<file path="config.mk">
export PLATFORM = sky130hd
export DESIGN_NAME = prio_encoder_q
export DESIGN_NICKNAME = d
export VERILOG_FILES = /design/src/rtl/prio_encoder_q.sv
export SDC_FILE = /design/constraint.sdc
export NUM_CORES = 1
export LEC_CHECK = 0
export ABC_AREA = 1
export ABC_CLOCK_PERIOD_IN_PS = 1750
export BUFFER_PORTS_ARGS = -buffer_cell sky130_fd_sc_hd__buf_2
export CORE_MARGIN = 1.5
export CORE_UTILIZATION = 35
export CTS_BUF_LIST = sky130_fd_sc_hd__clkbuf_8
export CTS_CLUSTER_DIAMETER = 40
export DETAILED_ROUTE_END_ITERATION = 8
export PLACE_DENSITY = 0.58
export SYNTH_ARGS = -nofsm -noshare
export SYNTH_HDL_FRONTEND = slang
export SYNTH_SLANG_ARGS = --single-unit
</file>
<file path="constraint.sdc">
create_clock -name clk -period 1.75 [get_ports clk]
set_clock_uncertainty 0.1 [all_clocks]
set_input_delay 0.35 -clock clk [delete_from_list [all_inputs] [get_ports clk]]
set_output_delay 0.35 -clock clk [all_outputs]
set_load 0.02 [all_outputs]
</file>
<file path="src/rtl/prio_encoder_q.sv">
// Registered priority encoder with sticky request capture and a valid/ready output slot.
// Fixed priority (highest index wins) or round-robin arbitration, chosen by MODE.
module prio_encoder_q #(
  parameter int N    = 8,
  parameter int W    = 3,
  parameter int MODE = 0
) (
  input  logic         clk,
  input  logic         rst,
  input  logic [N-1:0] req,
  output logic [W-1:0] out_code,
  output logic         out_valid,
  input  logic         out_ready,
  output logic [N-1:0] pending,
  output logic         lost
);

  if (N < 2 || N > 256) begin : g_bad_n
    $error("prio_encoder_q: N=%0d outside 2..256", N);
  end
  if (N > (2 ** W)) begin : g_bad_w
    $error("prio_encoder_q: N=%0d does not fit in W=%0d bits", N, W);
  end
  if (MODE != 0 && MODE != 1) begin : g_bad_mode
    $error("prio_encoder_q: MODE=%0d must be 0 or 1", MODE);
  end

  localparam logic [N-1:0] ONE = {{(N-1){1'b0}}, 1'b1};

  logic         accept;
  logic         slot_free;
  logic         lost_hit;
  logic [N-1:0] acc_oh;
  logic [N-1:0] sel_src;
  logic [N-1:0] pending_next;
  logic [W-1:0] sel_code;

  // Highest set index; zero when nothing is set.
  function automatic logic [W-1:0] sel_fixed(input logic [N-1:0] src);
    logic [W-1:0] code;
    code = '0;
    for (int i = 0; i < N; i++) begin
      if (src[i]) code = W'(i);
    end
    return code;
  endfunction

  // First set index after p, wrapping modulo N (not 2**W) so odd N works.
  function automatic logic [W-1:0] sel_rr(input logic [N-1:0] src, input logic [W-1:0] p);
    logic [W-1:0] code;
    logic         found;
    int           idx;
    code  = '0;
    found = 1'b0;
    for (int k = 1; k <= N; k++) begin
      idx = int'(p) + k;
      if (idx >= N) idx = idx - N;
      if (!found && src[idx]) begin
        code  = W'(idx);
        found = 1'b1;
      end
    end
    return code;
  endfunction

  always_comb begin
    // NOTE: every combinational output gets a default first so no path leaves it unassigned (no latch).
    acc_oh       = '0;
    accept       = out_valid & out_ready;
    if (accept) acc_oh = ONE << out_code;
    sel_src      = pending & ~acc_oh;
    pending_next = sel_src | req;
    slot_free    = !out_valid || accept;
    lost_hit     = |(req & pending & ~acc_oh);
  end

  if (MODE == 1) begin : g_rr
    logic [W-1:0] ptr;

    always_ff @(posedge clk) begin
      if (rst) begin
        ptr <= W'(N - 1);
      end else if (accept) begin
        ptr <= out_code;
      end
    end

    assign sel_code = sel_rr(sel_src, ptr);
  end else begin : g_fp
    assign sel_code = sel_fixed(sel_src);
  end

  always_ff @(posedge clk) begin
    // NOTE: state is updated with non-blocking assignments so every register samples pre-edge values.
    if (rst) begin
      pending   <= '0;
      out_valid <= 1'b0;
      out_code  <= '0;
      lost      <= 1'b0;
    end else begin
      pending <= pending_next;
      if (lost_hit) lost <= 1'b1;
      // Under backpressure the presented code is frozen until accepted.
      if (slot_free) begin
        out_valid <= |sel_src;
        out_code  <= sel_code;
      end
    end
  end

  a_stable_under_backpressure: assert property (
    @(posedge clk) disable iff (rst) (out_valid && !out_ready) |=> (out_valid && $stable(out_code))
  );

  a_code_in_range: assert property (
    @(posedge clk) disable iff (rst) out_valid |-> (int'(out_code) < N)
  );

endmodule

</file>
Yosys cells after proc, flatten, opt, wreduce, memory -nomap -nowiden
Index checks and enable logic that the tools add are counted.

word-level totals
  output and inout bits = 13
  register bits after elaboration = 13
  logic and storage cells = 23

cells by class
  mux-type cells = 8
  reduce and logical (&&, ||, !) cells = 4
  bitwise logic cells = 6
  shift operators = 1

operator list
  kind                                                                count
  8-bit bitwise AND                                                   3
  3-bit two-way mux                                                   6
  8-bit OR reduction                                                  2
  8-bit two-way mux                                                   1
  8-bit NOT                                                           1
  8-bit OR                                                            1
  1-bit by 3-bit << shifter with 8-bit output (first input constant)  1
  1-bit bitwise AND                                                   1
  1-bit logical NOT                                                   1
  1-bit logical OR                                                    1
  1-bit two-way mux                                                   1

Logic depth before layout (Yosys ltp)
Gate-level depths: netlist of the first run.

  depth after elaboration = 11
  gate-level depth with buffers = 11

Worst setup path after synthesis of the first run
Ideal clock, no wire load.

  kind = flip-flop to flip-flop
  from = reg out_valid
  to = reg out_valid
  setup time = 132 ps
  buffers on the path = 0
  slack = 345 ps
  data required time = 1,518 ps
  cell stages (with the launch flop) = 8
  arrival = 1,173 ps
  cells stage by stage = dfxtp_1 nand2_2 nor2_4 nand3_1 nand2_2 nand2_1 nor3b_1 a21oi_1

between the ends
  word-level cells in the longest chain between the ends = 5

ends and longest elaborated chain
  item                      RTL line  RTL
  start: declaration        12        output logic out_valid,
  start signal: assignment  105       out_valid <= |sel_src;
  1-bit bitwise AND         69        accept = out_valid & out_ready;
  8-bit two-way mux         70        if (accept) acc_oh = ONE << out_code;
  8-bit NOT                 71        sel_src = pending & ~acc_oh;
  8-bit bitwise AND         71
  8-bit OR reduction        105

Parallel ways exist; a longest one is shown, timed or not.
A chain may end at the register's enable or synchronous reset.

Worst setup path in the final report of the first run
Ends and elaborated chain as after synthesis.

==> impl_metrics.env, run 1 <==
export IMPL_antenna_found_initial=0
export IMPL_use_met1_pct=19.5
export IMPL_rsz0062_at_grt="no"
export IMPL_grt_max_degree=12
export IMPL_slew_viol_final=0
export IMPL_cts_tree="done"
export IMPL_num_rows=15
export IMPL_finalSetupViolCount=0
export IMPL_hpwl_microns=1120
export IMPL_dieArea_sq_um=2090
export IMPL_vias=618
export IMPL_clock_root_buffer="clkbuf_8"
export IMPL_drt_iter0_drc=5
export IMPL_clock_sinks=13
export IMPL_post_route_period_util_pct=79.6
export IMPL_finalHoldViolations=0
export IMPL_top_usage_layer="met2"
export IMPL_grt_overflow_total=0
export IMPL_dieHeight_microns=45.7
export IMPL_tightestPinTransition_ns=0.233
export IMPL_die_x_microns=45.7
export IMPL_synthToLayoutAreaGrowth_pct=29.4
export IMPL_clk_pin_slew_ns=0.05
export IMPL_peakVddDrop_mv=0.508
export IMPL_cts_buffers=3
export IMPL_place_gp_congestion=0.787
export IMPL_synthDistinctLibCells=21
export IMPL_required_ns=1.77
export IMPL_io_buffers=23
export IMPL_relSlewSlack_pct=84.5
export IMPL_clockBufferDepth=2
export IMPL_tns_ns=0
export IMPL_core_area_sq_um=1730
export IMPL_critPathArrivalTime_ns=1.41
export IMPL_use_met2_pct=23.4
export IMPL_drcViolationCount=0
export IMPL_met3_usage_pct=3.57
export IMPL_cp_endpoint="out_valid$_SDFFE_PP0P_"
export IMPL_cts_hold_buf=0
export IMPL_startpoint="out_valid$_SDFFE_PP0P_"
export IMPL_synthesis_nets=103
export IMPL_postSynthAreaPerCell_sq_um=6.95
export IMPL_synth_warnings=0
export IMPL_outcome="finished, final reports clean"
export IMPL_start_util_pct=37.0
export IMPL_path_max_fanout=4
export IMPL_ff_latch_area_sq_um=260
export IMPL_ant_nets=0
export IMPL_seq_area_frac_synth_pct=40.7
export IMPL_wl_microns=1390
export IMPL_startpoint_type="register"
export IMPL_multi_input_area_sq_um=315
export IMPL_drtPass1Iterations=5
export IMPL_cts_resized_gates=0
export IMPL_r2r_cells=7
export IMPL_synth_seq_cells=13
export IMPL_hp_class="input port to register"
export IMPL_max_freq_mhz=718
export IMPL_fin_nets=130
export IMPL_diodes=0
export IMPL_grt_pass1_vias=543
export IMPL_p_total_uw=766
export IMPL_netlist_instances=92
export IMPL_drv_cap=0
export IMPL_grt_usage_pct=15.5
export IMPL_p_leak_uw=0.000434
export IMPL_min_period_ns=1.39
export IMPL_crit_type="register to register"
export IMPL_grt_first_pass_wirelength_microns=2220
export IMPL_end_kind="register"
export IMPL_syn_area_sq_um=639
export IMPL_power_density_nw_per_um2=926
export IMPL_clk_latency_ns=0.24
export IMPL_postCtsSetupBuffers=0
export IMPL_r2r_start="out_valid$_SDFFE_PP0P_"
export IMPL_wl_per_cell_microns=9.70
export IMPL_ctsHtreeMaxLevel=1
export IMPL_fillCellCount=181
export IMPL_reg2reg_slack_ns=0.36
export IMPL_routed_via_density=4.32
export IMPL_r2r_end="out_valid$_SDFFE_PP0P_"
export IMPL_drive_gt1_share_pct=31.4
export IMPL_ios=24
-- flip-flops by register name, indices dropped and copies added (netlist names) --
| signal | flops |
|---|---|
| pending | 8 |
| lost | 1 |
| out_valid | 1 |
| out_code | 3 |
-- cells in the mapped netlist --
cell type | number | share of area (%)
nor2_1 | 17 | 10
nor3b_1 | 1 | 1.2
nand2_2 | 3 | 2.9
a21oi_1 | 6 | 4.7
o21ai_2 | 1 | 1.4
o211ai_1 | 1 | 1.2
clkbuf_1 | 1 | 0.59
nor2_4 | 1 | 1.8
inv_1 | 16 | 9.4
a21boi_2 | 1 | 1.8
or2_1 | 1 | 0.98
nand2_1 | 16 | 9.4
a31oi_1 | 1 | 0.98
o21ai_0 | 4 | 3.1
a21oi_2 | 3 | 4.1
nor2_2 | 1 | 0.98
nand3_1 | 2 | 1.6
dfxtp_1 | 13 | 41
and3_1 | 1 | 0.98
nor3_1 | 1 | 0.78
nand3_2 | 1 | 1.6
-- how the worst min path moves through the flow --
stage | from | end | slack (ns) | cells after the start
after global placement | pending[0]$_SDFF_PP0_ | pending[0]$_SDFF_PP0_ | 0.39 | 2
after floorplan | req[1] | pending[1]$_SDFF_PP0_ | 0.37 | 2
after detailed placement | pending[0]$_SDFF_PP0_ | pending[0]$_SDFF_PP0_ | 0.40 | 2
final | req[7] | pending[7]$_SDFF_PP0_ | 0.23 | 3
after CTS | req[7] | pending[7]$_SDFF_PP0_ | 0.23 | 3
after global routing | req[7] | pending[7]$_SDFF_PP0_ | 0.25 | 3
-- worst max-delay path, stage by stage (launching register included) --
cell,delay (ns)
dfxtp_1,0.39
nand2_2,0.08
nor2_4,0.13
nand3_1,0.10
nand2_2,0.10
nand2_1,0.08
nor3b_1,0.20
a21oi_1,0.09
-- per-layer routing --
metal	part of all wire, %	routed length (microns)	up-vias
li1	-	-	336
met1	48	660	268
met2	46	644	12
met3	4.4	61	2
met4	1.5	21	0
met5	0	0	-
-- stage by stage --
| step | hold WS (ns) | area [sq um] | util [%] | instances | setup slack [ns] |
|---|---|---|---|---|---|
| 5_1_grt | 0.245 | 827 | 47.9 | 143 | 0.235 |
| 3_3_place_gp | 0.394 | 782 | 45.3 | 139 | 0.281 |
| 3_5_place_dp | 0.398 | 782 | 45.3 | 139 | 0.302 |
| 2_1_floorplan | 0.371 | 639 | - | 92 | 0.345 |
| 6_report | 0.233 | 827 | 47.9 | 143 | 0.357 |
| 4_1_cts | 0.228 | 827 | 47.9 | 143 | 0.360 |
-- cell families (layout without fill, tap and decap cells) --
group	count (synthesis)	in the layout	share of synthesized area, %
AOI/OAI and AO/OA	17	17	17.2
buffers and inverters	17	43	9.98
DFF	13	13	40.7
and+or+nand+nor	45	45	32.1
-- power by group --
part,switching (uW),internal (uW)
sequential,21.7,321
clock,102,155
combinational,106,60.1
-- cells in the final DEF, fill, tap and decap left out --
| cell | count |
|---|---|
| buf_2 | 23 |
| nor3b_1 | 1 |
| a31oi_1 | 1 |
| nor2_4 | 1 |
| dfxtp_1 | 13 |
| or2_1 | 1 |
| nor3_1 | 1 |
| nor2_1 | 17 |
| clkbuf_8 | 3 |
| nand2_1 | 16 |
| nor2_2 | 1 |
| o211ai_1 | 1 |
| nand3_1 | 2 |
| and3_1 | 1 |
| o21ai_0 | 4 |
| a21oi_2 | 3 |
| a21oi_1 | 6 |
| o21ai_2 | 1 |
| a21boi_2 | 1 |
| nand3_2 | 1 |
| inv_1 | 17 |
| nand2_2 | 3 |
-- cell type report --
type / instances / area share [%]
well taps: 25 / 3.78
repair buffers: 23 / 13.9
flip-flops and latches: 13 / 31.5
clock buffers: 3 / 4.99
inverters: 16 / 7.26
clock inverters: 1 / 0.454
multi-input cells: 62 / 38.1
Power figures use the tool's default switching activity.
==> run 2: changes to the inputs <==
==> config.mk (replaced) <==
export PLATFORM = sky130hd
export DESIGN_NAME = prio_encoder_q
export DESIGN_NICKNAME = d
export VERILOG_FILES = /design/src/rtl/prio_encoder_q.sv
export SDC_FILE = /design/constraint.sdc
export NUM_CORES = 1
export LEC_CHECK = 0
export ABC_AREA = 0
export ABC_CLOCK_PERIOD_IN_PS = 1400
export BUFFER_PORTS_ARGS = -buffer_cell sky130_fd_sc_hd__buf_2
export CORE_MARGIN = 1.5
export CORE_UTILIZATION = 35
export CTS_BUF_LIST = sky130_fd_sc_hd__clkbuf_8
export CTS_CLUSTER_DIAMETER = 40
export DETAILED_ROUTE_END_ITERATION = 8
export PLACE_DENSITY = 0.59
export SYNTH_ARGS = -nofsm -noshare
export SYNTH_HDL_FRONTEND = slang
export SYNTH_SLANG_ARGS = --single-unit
==> constraint.sdc (replaced) <==
create_clock -name clk -period 1.4 [get_ports clk]
set_clock_uncertainty 0.1 [all_clocks]
set_input_delay 0.28 -clock clk [delete_from_list [all_inputs] [get_ports clk]]
set_output_delay 0.28 -clock clk [all_outputs]
set_load 0.02 [all_outputs]
==> run 2 against run 1 <==
The flow now finishes with violations (setup timing). Sequential share of layout area decreased by 4.5 points. Sequential power up 25%. Worst hold slack got worse by 0.061 ns. Design area increased by 23%.
==> impl_metrics.env, run 2 <==
export IMPL_outcome="finished, violations left"
export IMPL_violations="setup timing"
export IMPL_place_gp_congestion=0.757
export IMPL_power_density_nw_per_um2=1060
export IMPL_drcViolationCount=0
export IMPL_wl_per_cell_microns=14.6
export IMPL_dieArea_sq_um=2010
export IMPL_hpwl_microns=1250
export IMPL_grt_first_pass_wirelength_microns=2720
export IMPL_grt_max_degree=14
export IMPL_rsz0062_at_grt="yes"
export IMPL_yosysTopAreaCellShare_pct=42.5
export IMPL_drive_gt1_share_pct=60.4
export IMPL_p_comb_share_pct=29.8
export IMPL_reg_top3="pending (8), out_code (3)"
export IMPL_die_x_microns=44.8
export IMPL_netlist_instances=68
export IMPL_synth_top_cell_by_area="dfxtp_1"
export IMPL_end_kind="register"
export IMPL_peakVddDrop_mv=0.898
export IMPL_vias=670
export IMPL_sw_frac_of_total_pct=31.1
export IMPL_regMostFlops="pending"
export IMPL_mostFrequentLayoutCells="buf_2, buf_4, nor2_1, dfxtp_1"
export IMPL_fin_nets=123
export IMPL_num_rows=14
export IMPL_tns_ns=-0.756
export IMPL_critPathArrivalTime_ns=1.64
export IMPL_layout_commonest_cell="buf_2"
export IMPL_seq_area_frac_synth_pct=42.5
export IMPL_cts_tree="done"
export IMPL_synth_seq_cells=13
export IMPL_tightestPinTransition_ns=0.252
export IMPL_synth_common_cells="dfxtp_1, nor2_1, a21oi_1"
export IMPL_cts_buffers=3
export IMPL_largest_reg_flops=8
export IMPL_postSynthAreaPerCell_sq_um=9.00
export IMPL_path_max_fanout=4
export IMPL_clk_latency_ns=0.24
export IMPL_core_area_sq_um=1580
export IMPL_clockBufferDepth=2
export IMPL_synthDistinctLibCells=30
export IMPL_finalHoldViolations=0
export IMPL_ant_nets=0
export IMPL_required_ns=1.42
export IMPL_antenna_found_initial=0
export IMPL_seqPwrFrac_pct=39.6
export IMPL_clk_pin_slew_ns=0.06
export IMPL_wl_microns=1850
export IMPL_drt_iter0_drc=23
export IMPL_synthArstFlopShare_pct=0
export IMPL_yosysMostFrequentCell="dfxtp_1"
export IMPL_drv_cap=0
export IMPL_slew_viol_final=0
export IMPL_syn_area_sq_um=612
export IMPL_fin_hold_ws_ns=0.172
export IMPL_startpoint_type="register"
export IMPL_start_util_pct=38.8
export IMPL_io_buffers=23
export IMPL_clock_root_buffer="clkbuf_8"
export IMPL_finalSetupViolCount=5
export IMPL_fin_util_pct=64.8
export IMPL_placed_area_sq_um=851
export IMPL_stdcell_area_sq_um=1020
export IMPL_synthToLayoutAreaGrowth_pct=66.9
export IMPL_synthTopCellsByArea="dfxtp_1, nor2_1, a21oi_1"
export IMPL_clock_sinks=13
export IMPL_ios=24
export IMPL_synth_edf_count=0
export IMPL_crit_type="register to register"
export IMPL_diodes=0
export IMPL_max_freq_mhz=618
export IMPL_p_switching_uw=337
export IMPL_dieHeight_microns=44.8
export IMPL_hp_class="input port to register"
export IMPL_grt_overflow_total=0
export IMPL_min_period_ns=1.62
export IMPL_relSlewSlack_pct=83.1
export IMPL_p_total_uw=1080
export IMPL_drtPass1Iterations=4
export IMPL_ctsHtreeMaxLevel=1
export IMPL_synthesis_nets=79
export IMPL_synth_warnings=0
export IMPL_synthFlopType="dfxtp_1"
export IMPL_grt_usage_pct=18.6
export IMPL_intPower_uw=747
export IMPL_fin_ws_ns=-0.217
export IMPL_routed_via_density=5.28
export IMPL_grt_pass1_vias=636
export IMPL_post_route_period_util_pct=116
export IMPL_p_leak_uw=0.000462
export IMPL_power_frac_clock_pct=30.6
run 2: per-stage QoR:
stage,setup slack [ns],std cells
4_1_cts,-0.208,127
5_1_grt,-0.280,127
3_3_place_gp,-0.224,118
3_5_place_dp,-0.263,118
2_1_floorplan,-0.202,68
6_report,-0.217,127
run 2: worst paths after layout:
path	slack, ns	startpoint	end	cells past startpoint
worst max register to register	-0.22	out_code[2]$_SDFFE_PP0P_	lost$_SDFFE_PP0P_	5
worst max-delay path	-0.22	out_code[2]$_SDFFE_PP0P_	lost$_SDFFE_PP0P_	5
worst min-delay path	0.17	req[2]	pending[2]$_SDFF_PP0_	3
worst min register to register	0.48	pending[7]$_SDFF_PP0_	pending[7]$_SDFF_PP0_	2
run 2: routing by layer:
layer,track usage (%),up-vias,share of wire [%]
met4,5.29,0,0.70
met3,4.80,2,4.4
met2,30.7,22,50
met5,0,-,0
met1,24.1,316,45
li1,-,330,-
run 2: repair_timing:
action / 4_1_cts / 5_1_grt
buffers inserted: 5 / 1
endpoints found under the hold margin: 0 / 0
resized for setup: 3 / 13
endpoints found under the setup margin: 5 / 6
pin swaps: 11 / 11
hold buffers: 0 / 0
run 2: final cells by class:
class | count | area, sq um
Clock buffer | 3 | 41.3
Multi-Input combinational cell | 48 | 404
Sequential cell | 13 | 275
Tap cell | 16 | 20.0
Timing Repair Buffer | 40 | 254
Clock inverter | 1 | 3.75
Inverter | 6 | 22.5
Fill cell | 130 | 556
run 2: cells by family (layout without fill, tap and decap cells):
| group | count (synthesis) | in the layout | share of synthesized area (%) |
|---|---|---|---|
| compound gates | 24 | 24 | 31.9 |
| simple gates | 24 | 24 | 19.8 |
| flops | 13 | 13 | 42.5 |
| buf+inv | 7 | 50 | 5.73 |
run 2: critical path, stage by stage, from the launching register on:
cell and delay (ns):
dfxtp_4 0.35, or3b_4 0.43, o21ai_4 0.18, o2bb2ai_4 0.08
a2111oi_4 0.26, a21oi_1 0.10
run 2: power by group through the flow:
stage / logic (uW) / clock network (uW) / registers [uW]
2_1_floorplan: 109 / 0 / 474
3_3_place_gp: 257 / 0 / 433
3_5_place_dp: 260 / 0 / 435
4_1_cts: 284 / 329 / 427
5_1_grt: 347 / 354 / 433
6_report: 323 / 332 / 429
==> run 3: changes to the inputs <==
--- a/config.mk
+++ b/config.mk
@@ -14,6 +14,7 @@
 export CTS_CLUSTER_DIAMETER = 40
 export DETAILED_ROUTE_END_ITERATION = 8
 export PLACE_DENSITY = 0.59
+export REMOVE_ABC_BUFFERS = 1
 export SYNTH_ARGS = -nofsm -noshare
 export SYNTH_HDL_FRONTEND = slang
 export SYNTH_SLANG_ARGS = --single-unit
==> run 3 against run 2 <==
Critical path type unchanged. The flow still finishes with violations (setup timing). Clock power decreased by 2%. Sequential power barely moved. Wire length fell by 4.5%.
==> impl_metrics.env, run 3 (synthesis results as in run 2) <==
export IMPL_grt_first_pass_wirelength_microns=2880
export IMPL_seqPwrFrac_pct=39.9
export IMPL_synthToLayoutAreaGrowth_pct=66.1
export IMPL_cts_buffers=3
export IMPL_start_util_pct=38.8
export IMPL_regMostFlops="pending"
export IMPL_reg_top3="pending (8), out_code (3)"
export IMPL_use_met2_pct=35.1
export IMPL_drv_cap=0
export IMPL_p_switching_uw=323
export IMPL_fin_nets=127
export IMPL_grt_usage_pct=20.1
export IMPL_use_met1_pct=23.9
export IMPL_rsz0062_at_grt="yes"
export IMPL_cts_hold_buf=0
export IMPL_finalHoldViolations=0
export IMPL_finalSetupViolCount=6
export IMPL_min_period_ns=1.65
export IMPL_sw_frac_of_total_pct=30.1
export IMPL_critPathArrivalTime_ns=1.67
export IMPL_largest_reg_flops=8
export IMPL_p_leak_uw=0.000474
export IMPL_power_density_nw_per_um2=1060
export IMPL_fillCellCount=143
export IMPL_post_route_period_util_pct=118
export IMPL_placed_area_sq_um=847
export IMPL_num_rows=14
export IMPL_tightestPinTransition_ns=0.279
export IMPL_drive_gt1_share_pct=61.7
export IMPL_end_kind="register"
export IMPL_mostFrequentLayoutCells="buf_2, buf_4, dfxtp_1, nor2_1, inv_1"
export IMPL_violations="setup timing"
export IMPL_ios=24
export IMPL_intPower_uw=751
export IMPL_top_usage_layer="met2"
export IMPL_die_x_microns=44.8
export IMPL_diodes=0
export IMPL_path_max_fanout=5
export IMPL_routed_via_density=5.19
export IMPL_power_frac_clock_pct=30.2
export IMPL_cts_tree="done"
export IMPL_max_freq_mhz=605
export IMPL_relSlewSlack_pct=81.4
export IMPL_place_gp_congestion=0.904
export IMPL_clock_root_buffer="clkbuf_8"
export IMPL_clk_latency_ns=0.24
export IMPL_ant_nets=0
export IMPL_met3_usage_pct=2.40
export IMPL_clk_pin_slew_ns=0.05
export IMPL_clockBufferDepth=2
export IMPL_grt_pass1_vias=665
export IMPL_dieArea_sq_um=2010
export IMPL_dieHeight_microns=44.8
export IMPL_required_ns=1.42
export IMPL_tns_ns=-0.860
export IMPL_grt_max_degree=14
export IMPL_stdcell_area_sq_um=1020
export IMPL_vias=680
export IMPL_antenna_found_initial=0
export IMPL_drtPass1Iterations=4
export IMPL_outcome="finished, violations left"
export IMPL_fin_ws_ns=-0.254
export IMPL_io_buffers=23
export IMPL_wl_microns=1770
export IMPL_hp_class="input port to register"
export IMPL_wl_per_cell_microns=13.5
export IMPL_core_area_sq_um=1580
export IMPL_drt_iter0_drc=17
export IMPL_peakVddDrop_mv=0.630
export IMPL_startpoint_type="register"
export IMPL_hpwl_microns=1220
export IMPL_p_comb_share_pct=29.8
export IMPL_crit_type="register to register"
export IMPL_layout_commonest_cell="buf_2"
export IMPL_slew_viol_final=0
export IMPL_clock_sinks=13
export IMPL_drcViolationCount=0
export IMPL_grt_overflow_total=0
export IMPL_ctsHtreeMaxLevel=1
## run 3: cell type report
cell class | instances | area (sq um) | share of cell area (%)
Tap cell | 16 | 20.0 | 1.97
Sequential cell | 13 | 267 | 26.2
Clock buffer | 3 | 41.3 | 4.06
Inverter | 6 | 22.5 | 2.22
Clock inverter | 1 | 3.75 | 0.369
Multi-Input combinational cell | 48 | 378 | 37.2
Timing Repair Buffer | 44 | 284 | 28.0
## run 3: final timing paths
check	from	endpoint	slack (ns)	depth (start not counted)
worst max-delay path	out_code[1]$_SDFFE_PP0P_	lost$_SDFFE_PP0P_	-0.25	5
worst min-delay path	req[2]	pending[2]$_SDFF_PP0_	0.17	3
worst max register to register	out_code[1]$_SDFFE_PP0P_	lost$_SDFFE_PP0P_	-0.25	5
worst min register to register	out_code[1]$_SDFFE_PP0P_	out_code[1]$_SDFFE_PP0P_	0.44	2
## run 3: critical path, stage by stage (launching register included)
cell	delay, ns
dfxtp_2	0.33
or3b_4	0.44
o21ai_4	0.18
o2bb2ai_2	0.09
a2111oi_2	0.29
a21oi_1	0.11
## run 3: timing repair
item                                    4_1_cts  5_1_grt
pin swaps                                    10        6
gates resized for setup                      16        6
gates cloned                                  0        0
endpoints found under the setup margin        5        7
setup buffers                                 5        2
## run 3: layer usage
layer,share of wire (%),wire length [microns]
met5,0,0
met4,1.7,30
met3,3.3,58
met2,50,878
met1,45,801
## run 3: per-stage QoR
step	util [%]	hold slack (ns)	instances	power (uW)	setup WS, ns
global placement	53.7	0.407	121	694	-0.269
finish	64.4	0.172	131	1070	-0.254
floorplan	-	0.249	67	571	-0.308
detailed placement	53.7	0.413	121	696	-0.304
CTS	62.6	0.163	130	1060	-0.224
global route	64.4	0.199	131	1130	-0.308
## run 3: power by group through the flow
stage | sequential [uW] | combinational [uW] | clock [uW]
6_report | 429 | 321 | 325
4_1_cts | 428 | 302 | 327
3_5_place_dp | 433 | 263 | 0
3_3_place_gp | 433 | 261 | 0
5_1_grt | 434 | 344 | 354
2_1_floorplan | 471 | 99.8 | 0
